### config.mk
export PLATFORM = sky130hd
export DESIGN_NAME = fft_ctrl_flat
export DESIGN_NICKNAME = d
export VERILOG_FILES = /design/src/rtl/fft_ctrl_if.sv /design/src/rtl/fft_ctrl.sv /design/src/flat_wrapper.sv
export SDC_FILE = /design/constraint.sdc
export NUM_CORES = 1
export LEC_CHECK = 0
export ABC_AREA = 1
export CAP_MARGIN = 40
export CORE_AREA = 2 2 148 150
export CTS_CLUSTER_SIZE = 30
export DETAILED_ROUTE_END_ITERATION = 10
export DIE_AREA = 0 0 150 152
export GPL_TIMING_DRIVEN = 0
export RECOVER_POWER = 50
export SLEW_MARGIN = 10
export SYNTH_ARGS = -nofsm -noshare
export SYNTH_HDL_FRONTEND = slang
export SYNTH_SLANG_ARGS = --single-unit
### constraint.sdc
create_clock -name clk -period 3.5 [get_ports clk]
set_input_delay 0.35 -clock clk [delete_from_list [all_inputs] [get_ports clk]]
set_output_delay 0.35 -clock clk [all_outputs]
set_load 0.1 [all_outputs]
### src/rtl/fft_ctrl_if.sv
// Handshake and address bus between the FFT sequencer and its sample RAM,
// butterfly pipeline and twiddle ROM.
interface fft_ctrl_if #(
  parameter int LOG2N = 10
);
  localparam int SW = $clog2(LOG2N);

  logic             start;
  logic             busy;
  logic             done;
  logic [SW-1:0]    stage;
  logic             rd_en;
  logic [LOG2N-1:0] rd_addra;
  logic [LOG2N-1:0] rd_addrb;
  logic [LOG2N-2:0] tw_addr;
  logic             wr_en;
  logic [LOG2N-1:0] wr_addra;
  logic [LOG2N-1:0] wr_addrb;

  modport master (
    input  start,
    output busy, done, stage,
    output rd_en, rd_addra, rd_addrb, tw_addr,
    output wr_en, wr_addra, wr_addrb
  );

  modport slave (
    output start,
    input  busy, done, stage,
    input  rd_en, rd_addra, rd_addrb, tw_addr,
    input  wr_en, wr_addra, wr_addrb
  );
endinterface

### src/rtl/fft_ctrl.sv
// In-place radix-2 DIT FFT sequencer: walks LOG2N stages of N/2 butterflies,
// issues read/twiddle addresses and replays them as write-backs BF_LATENCY later.
module fft_ctrl #(
  parameter int LOG2N      = 10,
  parameter int BF_LATENCY = 6
) (
  input  logic          clk,
  input  logic          rst,
  fft_ctrl_if.master    bus
);
  localparam int SW = $clog2(LOG2N);
  localparam int KW = LOG2N - 1;
  localparam int DW = $clog2(BF_LATENCY + 1);

  localparam logic [KW-1:0] K_LAST = {KW{1'b1}};
  localparam logic [SW-1:0] S_LAST = SW'(LOG2N - 1);
  localparam logic [DW-1:0] D_LAST = DW'(BF_LATENCY - 1);

  typedef enum logic [1:0] {IDLE, RUN, DRAIN, FINISH} state_t;

  typedef struct packed {
    logic             vld;
    logic [LOG2N-1:0] a;
    logic [LOG2N-1:0] b;
  } wr_slot_t;

  state_t           state_reg, state_next;
  logic [KW-1:0]    k_reg, k_next;
  logic [SW-1:0]    stage_reg, stage_next;
  logic [DW-1:0]    drain_reg, drain_next;

  logic             busy_reg, done_reg, rd_en_reg;
  logic [SW-1:0]    stage_out_reg;
  logic [LOG2N-1:0] rd_addra_reg, rd_addrb_reg;
  logic [KW-1:0]    tw_addr_reg;

  logic [LOG2N-1:0] span_c, pos_c, grp_c, addra_c, addrb_c, tw_full_c;

  wr_slot_t         pipe_tap [BF_LATENCY+1];

  // ---------------------------------------------------------------- FSM
  always_ff @(posedge clk) begin
    if (rst) begin
      state_reg <= IDLE;
      k_reg     <= '0;
      stage_reg <= '0;
      drain_reg <= '0;
    end else begin
      state_reg <= state_next;
      k_reg     <= k_next;
      stage_reg <= stage_next;
      drain_reg <= drain_next;
    end
  end

  always_comb begin
    state_next = state_reg;
    k_next     = k_reg;
    stage_next = stage_reg;
    drain_next = drain_reg;
    unique case (state_reg)
      IDLE: begin
        if (bus.start) begin
          state_next = RUN;
          stage_next = '0;
          k_next     = '0;
        end
      end
      RUN: begin
        k_next = k_reg + 1'b1;
        if (k_reg == K_LAST) begin
          state_next = DRAIN;
          drain_next = '0;
        end
      end
      DRAIN: begin
        // Hold reads off until every write of this stage has left the pipe.
        drain_next = drain_reg + 1'b1;
        if (drain_reg == D_LAST) begin
          if (stage_reg == S_LAST) begin
            state_next = FINISH;
          end else begin
            state_next = RUN;
            stage_next = stage_reg + 1'b1;
            k_next     = '0;
          end
        end
      end
      FINISH: state_next = IDLE;
      default: state_next = IDLE;
    endcase
  end

  // ---------------------------------------------------- address generation
  always_comb begin
    span_c    = LOG2N'(1) << stage_reg;
    pos_c     = {1'b0, k_reg} & (span_c - 1'b1);
    grp_c     = {1'b0, k_reg} >> stage_reg;
    // Two shifts avoid overflowing the stage width when computing 2^(s+1).
    addra_c   = ((grp_c << stage_reg) << 1) | pos_c;
    addrb_c   = addra_c + span_c;
    tw_full_c = pos_c << (S_LAST - stage_reg);
  end

  always_ff @(posedge clk) begin
    if (rst) begin
      busy_reg      <= 1'b0;
      done_reg      <= 1'b0;
      rd_en_reg     <= 1'b0;
      stage_out_reg <= '0;
      rd_addra_reg  <= '0;
      rd_addrb_reg  <= '0;
      tw_addr_reg   <= '0;
    end else begin
      busy_reg  <= (state_reg != IDLE);
      done_reg  <= (state_reg == FINISH);
      rd_en_reg <= (state_reg == RUN);
      if (state_reg == RUN) begin
        stage_out_reg <= stage_reg;
        rd_addra_reg  <= addra_c;
        rd_addrb_reg  <= addrb_c;
        tw_addr_reg   <= tw_full_c[KW-1:0];
      end
    end
  end

  // ------------------------------------------------------ write-back pipe
  assign pipe_tap[0] = '{vld: rd_en_reg, a: rd_addra_reg, b: rd_addrb_reg};

  generate
    for (genvar gi = 0; gi < BF_LATENCY; gi++) begin : g_wr_pipe
      wr_slot_t slot_reg;
      always_ff @(posedge clk) begin
        if (rst) begin
          slot_reg <= '0;
        end else begin
          slot_reg <= pipe_tap[gi];
        end
      end
      assign pipe_tap[gi+1] = slot_reg;
    end
  endgenerate

  // -------------------------------------------------------------- outputs
  assign bus.busy     = busy_reg;
  assign bus.done     = done_reg;
  assign bus.stage    = stage_out_reg;
  assign bus.rd_en    = rd_en_reg;
  assign bus.rd_addra = rd_addra_reg;
  assign bus.rd_addrb = rd_addrb_reg;
  assign bus.tw_addr  = tw_addr_reg;
  assign bus.wr_en    = pipe_tap[BF_LATENCY].vld;
  assign bus.wr_addra = pipe_tap[BF_LATENCY].a;
  assign bus.wr_addrb = pipe_tap[BF_LATENCY].b;

endmodule

### src/flat_wrapper.sv
// flat-port wrapper written by rule: the top's interface ports become plain ports
module fft_ctrl_flat 
#(
  parameter int LOG2N      = 10,
  parameter int BF_LATENCY = 6
)
  (clk, rst, bus_start, bus_busy, bus_done, bus_stage, bus_rd_en, bus_rd_addra, bus_rd_addrb, bus_tw_addr, bus_wr_en, bus_wr_addra, bus_wr_addrb);
  fft_ctrl_if #(.LOG2N(LOG2N)) bus_i ();
  input  logic clk;
  input  logic rst;
  input wire logic [$bits(bus_i.start)-1:0] bus_start;
  output wire logic [$bits(bus_i.busy)-1:0] bus_busy;
  output wire logic [$bits(bus_i.done)-1:0] bus_done;
  output wire logic [$bits(bus_i.stage)-1:0] bus_stage;
  output wire logic [$bits(bus_i.rd_en)-1:0] bus_rd_en;
  output wire logic [$bits(bus_i.rd_addra)-1:0] bus_rd_addra;
  output wire logic [$bits(bus_i.rd_addrb)-1:0] bus_rd_addrb;
  output wire logic [$bits(bus_i.tw_addr)-1:0] bus_tw_addr;
  output wire logic [$bits(bus_i.wr_en)-1:0] bus_wr_en;
  output wire logic [$bits(bus_i.wr_addra)-1:0] bus_wr_addra;
  output wire logic [$bits(bus_i.wr_addrb)-1:0] bus_wr_addrb;
  assign bus_i.start = bus_start;
  assign bus_busy = bus_i.busy;
  assign bus_done = bus_i.done;
  assign bus_stage = bus_i.stage;
  assign bus_rd_en = bus_i.rd_en;
  assign bus_rd_addra = bus_i.rd_addra;
  assign bus_rd_addrb = bus_i.rd_addrb;
  assign bus_tw_addr = bus_i.tw_addr;
  assign bus_wr_en = bus_i.wr_en;
  assign bus_wr_addra = bus_i.wr_addra;
  assign bus_wr_addrb = bus_i.wr_addrb;
  fft_ctrl #(.LOG2N(LOG2N), .BF_LATENCY(BF_LATENCY)) u_core (.clk(clk), .rst(rst), .bus(bus_i));
endmodule
==> results of run 1 <==
==> area by class of cell <==
| class | count | area share |
|---|---|---|
| Buffer | 36 | 0.02103 |
| Clock buffer | 17 | 0.04256 |
| Clock inverter | 15 | 0.02316 |
| Inverter | 201 | 0.07699 |
| Multi-Input combinational cell | 522 | 0.2851 |
| Sequential cell | 180 | 0.3607 |
| Tap cell | 280 | 0.03505 |
| Timing Repair Buffer | 119 | 0.1555 |
==> Yosys cell counts, drive strengths merged <==
| cell | instances | area, um^2 |
|---|---|---|
| a211oi | 4 | 30.03 |
| a21o | 1 | 7.510 |
| a21oi | 36 | 183.9 |
| a22oi | 1 | 7.510 |
| a2bb2oi | 2 | 17.52 |
| a31o | 1 | 8.760 |
| a31oi | 1 | 6.260 |
| buf | 17 | 127.6 |
| clkbuf | 21 | 78.83 |
| conb | 1 | 3.750 |
| dfxtp | 180 | 3603 |
| fa | 1 | 20.02 |
| ha | 19 | 237.7 |
| inv | 201 | 769.5 |
| mux2i | 1 | 10.01 |
| nand2 | 133 | 549.3 |
| nand2b | 1 | 6.260 |
| nand3 | 66 | 385.4 |
| nand3b | 2 | 27.53 |
| nand4 | 2 | 12.51 |
| nor2 | 171 | 739.5 |
| nor3 | 13 | 70.07 |
| o2111ai | 2 | 17.52 |
| o211ai | 6 | 50.05 |
| o21a | 1 | 7.510 |
| o21ai | 23 | 118.9 |
| o21bai | 4 | 33.78 |
| o22ai | 17 | 106.4 |
| o32ai | 4 | 35.03 |
| or2 | 3 | 18.77 |
| xnor2 | 3 | 26.28 |
| xor2 | 3 | 26.28 |
==> worst max-delay path, stage by stage (launching register included) <==
cell       delay (ps)
dfxtp_2           350
buf_6             140
inv_4             100
buf_12            180
ha_1              180
inv_2              70
nor2_4            150
inv_1             100
ha_2              230
nand3_2           100
nor3_1             60
or2_2             280
nand3_1           150
o2111ai_4         210
ha_4              360
nand2_1            70
nor2_1            140
a211oi_2           60
nand3_1            80
nand2_1            50
nor2_1            110
nor2_1             40
==> per-layer routing <==
layer | global-route usage | up-vias | part of all wire
met4 | 0.04717 | 0 | 0.022
met1 | 0.1927 | 2632 | 0.45
li1 | - | 3166 | -
met3 | 0.02853 | 23 | 0.032
met5 | 0 | - | 0
met2 | 0.2777 | 113 | 0.50
==> stage by stage <==
step	cell area [um^2]	hold WS (ps)	setup TNS [ps]	power, mW	std cells
after floorplan	7343	388.3	0	3.134	941
after global placement	8274	389.5	-1748	3.415	1279
after detailed placement	9218	391.6	-1862	3.643	1336
after CTS	9928	364.5	0	5.673	1368
after global routing	9995	406.4	0	5.877	1370
final	9995	373.7	0	5.633	1370
==> cell families after synthesis <==
| logic type | after synthesis | share of synthesized area |
|---|---|---|
| muxes | 1 | 0.001363 |
| other | 1 | 0.0005107 |
| AOI/OAI and AO/OA | 103 | 0.08588 |
| and+or+nand+nor | 391 | 0.2464 |
| buffers and inverters | 239 | 0.1329 |
| xor gates and xnor gates | 6 | 0.007158 |
| DFF | 180 | 0.4907 |
| adders and majority gates | 20 | 0.03510 |
==> worst paths after layout <==
path,start,to
max reg2reg,u_core.stage_reg[1],u_core.bus.rd_addrb[9]
min reg2reg,u_core.g_wr_pipe[1].slot_reg[15],u_core.g_wr_pipe[2].slot_reg[15]
max,u_core.stage_reg[1],u_core.bus.rd_addrb[9]
min,rst,u_core.g_wr_pipe[0].slot_reg[10]
==> where the power goes <==
part	internal, mW	leakage, nW	switching, mW
logic	0.460	2.44	0.894
clock network	1.11	0.316	0.918
registers	2.18	1.46	0.0721
==> repair_timing <==
item                       4_1_cts  5_1_grt
setup endpoints to repair        7        6
buffers inserted                 2        2
gates resized for setup          8       11
pin swaps                        2        2
==> impl_metrics.toml, run 1 <==
[outcome]
status = "finished, final reports clean"

[clock_tree]
clk_latency_ps = 420
clkTransAtPathRegs_ps = 80
cts_sinks = 180
clock_path_buffers = 2
cts-buffers-inserted = 17
cts_root_buf = "clkbuf_16"
ctsHoldBuffers = 0
cts_max_level = 4
tritoncts = "yes"

[placed_design]
dp_slack_ps = -479.9
io_buffers = 58
dp_hpwl_um = 13070
place_congestion = 0.9118

[drt]
viasPerCell = 4.331
antenna_left = 0
first_pass_iters = 5
routed_wl_um = 17260
wire_per_inst_um = 12.59
vias = 5934
drc = 0
drtIter0Drc = 287

[timing]
drv_slew = 0
setup_ws_ps = 191.2
rsz0062_at_grt = "no"
worstMarginPinSlew_ps = 734.0
relSlewSlack = 0.5107
skew_ps = 12.74
fmax_mhz = 302.2
finalWorstPathRequiredPeriod_ps = 3309
setup_viol = 0
fin_crit_sh = 0.9454
hold_viol = 0

[logic_synthesis]
synth_seq_area_share = 0.4907
synth_warnings = 0
yosys_register_bits = 180
syn-num-nets = 964
synth.avg_cell_area_um2 = 7.804
yosysUniqueCellTypes = 52
netlist_instances = 941
netlist_area_um2 = 7343

[setup_path]
reg2reg_setup_slack_ps = 190
cp.required_ps = 3830
crit_fanout = 21
endpoint_kind = "flop"
critical_path_arrival_ps = 3640
criticalPathCategory = "flop to flop"
rr_worst_depth = 21
start_kind = "flop"

[power]
vdd_drop_max_v = 0.0003445
p_leak_nw = 4.214
powerDensity_nw_per_um2 = 563.6

[finish]
multi_input_area_um2 = 2849
nNetsFinal = 1100
final_layout_size_suffix_gt1_frac = 0.1532
mostFrequentLayoutCells = "inv_1, dfxtp_1, nor2_1"
nFillCells = 2118
layout_commonest_cell = "inv_1"
final-seq-area_um2 = 3605
num_antenna_cells = 0
largest_reg_flops = 105
area_delta_synth_final_pct = 36.11
final_core_utilization = 0.4681

[global_routing]
gr-total-overflow = 0
grt_pass1_wl_um = 28230
grt_max_degree = 22
antenna_found_initial = 0
grt_pass1_vias = 5567
grtUsageTotal = 0.1571

[worst_hold_path]
min_path_type = "primary input to flop"
whs_path_depth = 2

[die]
io_pins = 60
die_height_um = 152
dieArea_um2 = 22800
start_util = 0.3439
num_rows = 54
fp.dieW_um = 150
coreArea_um2 = 21350

[flow_run]
max_cap_violations = 0
No activity file was read; power rests on OpenSTA's default activity.
==> inputs of run 2 (changes only) <==
- CAP_MARGIN: 40 -> 20
- SETUP_SLACK_MARGIN: default -> 0.02
==> run 2 against run 1 <==
First-iteration DRC count up 20%. Register-to-register slack better by 80 ps. Cell area down 10%. Critical path type unchanged. Largest cell class unchanged.
==> impl_metrics.toml, run 2 (same netlist as run 1, synthesis figures left out) <==
[outcome]
status = "finished, final reports clean"

[setup_path]
reg2reg_to = "u_core.bus.rd_addrb[8]"
cp-startpoint = "u_core.stage_reg[0]"
critical_path_arrival_ps = 3570
reg2reg_setup_slack_ps = 270
rr_worst_depth = 22
endpoint_kind = "flop"
crit_fanout = 20
criticalPathCategory = "flop to flop"
r2r-start = "u_core.stage_reg[0]"
start_kind = "flop"
cp.required_ps = 3840

[die]
num_rows = 54
io_pins = 60
dieArea_um2 = 22800
die_height_um = 152
start_util = 0.3439
coreArea_um2 = 21350
fp.dieW_um = 150

[power]
total_power_mw = 5.317
powerDensity_nw_per_um2 = 591.4
switching_power_mw = 1.871
vdd_drop_max_v = 0.0003202
p_comb_frac = 0.212
pwr-share-seq = 0.423
clockPowerShare = 0.365
p_int_mw = 3.446
p_leak_nw = 3.748
swShare = 0.3519

[global_routing]
antenna_found_initial = 0
grt_max_degree = 22
grtUsageTotal = 0.1523
grt_pass1_wl_um = 26930
grt_pass1_vias = 5200
gr-total-overflow = 0

[clock_tree]
cts_sinks = 180
clk_latency_ps = 430
cts_root_buf = "clkbuf_16"
clock_path_buffers = 2
cts_max_level = 4
tritoncts = "yes"
clkTransAtPathRegs_ps = 80
cts-buffers-inserted = 17
ctsHoldBuffers = 0

[timing]
finalWorstPathRequiredPeriod_ps = 3230
setup_viol = 0
hold_viol = 0
fin_crit_sh = 0.9230
relSlewSlack = 0.3352
rsz0062_at_grt = "no"
worstMarginPinSlew_ps = 994.1
drv_slew = 0
fin_setup_tns_ps = 0
skew_ps = 11.88
fmax_mhz = 309.6

[drt]
antenna_left = 0
vias = 5710
drtIter0Drc = 344
first_pass_iters = 5
viasPerCell = 4.352
routed_wl_um = 16740
wire_per_inst_um = 12.76
drc = 0

[finish]
layout_commonest_cell = "inv_1"
final-seq-area_um2 = 3605
mostFrequentLayoutCells = "inv_1, dfxtp_1, nor2_1"
final_layout_size_suffix_gt1_frac = 0.1076
final_core_utilization = 0.4211
post-route-cell-area_um2 = 8990
nFillCells = 2183
nNetsFinal = 1042
final_cell_count_no_fill = 1312
area_delta_synth_final_pct = 22.42
num_antenna_cells = 0
multi_input_area_um2 = 2843
largest_reg_flops = 105

[placed_design]
place_area_um2 = 8274
dp_hpwl_um = 12580
place_inst = 1279
place_congestion = 0.9118
io_buffers = 58

[worst_hold_path]
hold_start = "rst"
hold-path-endpoint = "u_core.g_wr_pipe[0].slot_reg[10]"
whs_path_depth = 2
min_path_type = "primary input to flop"

[flow_run]
max_cap_violations = 0
## run 2: changes by cell type in the layout (fill, tap and decap cells not counted), sizes merged
cell      change
buf          -58
bufinv        -2
clkbuf        +1
clkinv        -4
clkinvlp      +2
inv           +3
## run 2: layout make-up
class | count | area share
tap | 280 | 0.03897
multi-input combinational | 522 | 0.3162
inverter | 201 | 0.08560
timing repair buffer | 61 | 0.06708
clock buffer | 18 | 0.04885
clock inverter | 14 | 0.01893
sequential | 180 | 0.4010
buffer | 36 | 0.02338
## run 2: how the worst max path moves through the flow
stage	to	slack, ps	cells past startpoint
floorplan	u_core.bus.rd_addrb[9]	290	21
global placement	u_core.bus.rd_addrb[9]	-510	21
detailed placement	u_core.bus.rd_addrb[9]	-440	21
CTS	u_core.bus.rd_addrb[9]	30	20
global route	u_core.bus.rd_addrb[9]	20	20
finish	u_core.bus.rd_addrb[8]	270	22
## run 2: through the flow
stage / setup slack, ps / hold WS, ps
2_1_floorplan: 294.5 / 388.3
3_3_place_gp: -506.7 / 389.5
3_5_place_dp: -439.3 / 391.6
4_1_cts: 31.40 / 357.1
5_1_grt: 22.38 / 389.5
6_report: 269.6 / 330.7
## run 2: timing repair
item,4_1_cts,5_1_grt
resized for setup,8,12
pin swaps,2,3
buffers inserted,2,1
endpoints found under the setup margin,7,6
## run 2: routing by layer
| metal | vias up | routed length, um | track usage |
|---|---|---|---|
| met5 | - | 0 | 0 |
| met4 | 0 | 345 | 0.05750 |
| met3 | 25 | 614 | 0.02462 |
| met2 | 123 | 8337 | 0.2698 |
| met1 | 2518 | 7439 | 0.1835 |
| li1 | 3044 | - | - |
## run 2: critical path: stages, from the launching register on
cell	delay (ps)
dfxtp_1	390
buf_6	170
inv_6	60
buf_8	160
ha_1	210
inv_2	130
nor2_8	70
nor2_4	110
nand2_2	60
nor3_2	160
inv_2	70
nand2_1	70
nand3_1	110
o211ai_1	280
ha_1	360
inv_1	160
o21bai_2	110
a21oi_1	160
nand2_1	70
nand2_1	50
nand3_1	60
nand2_1	70
inv_1	40
## run 2: power groups by stage
stage	Clock [mW]	Sequential, mW	Combinational, mW
floorplan	0	2.72	0.411
global placement	0	2.30	1.11
detailed placement	0	2.30	1.12
CTS	1.98	2.25	1.13
global route	2.07	2.26	1.21
finish	1.94	2.25	1.13
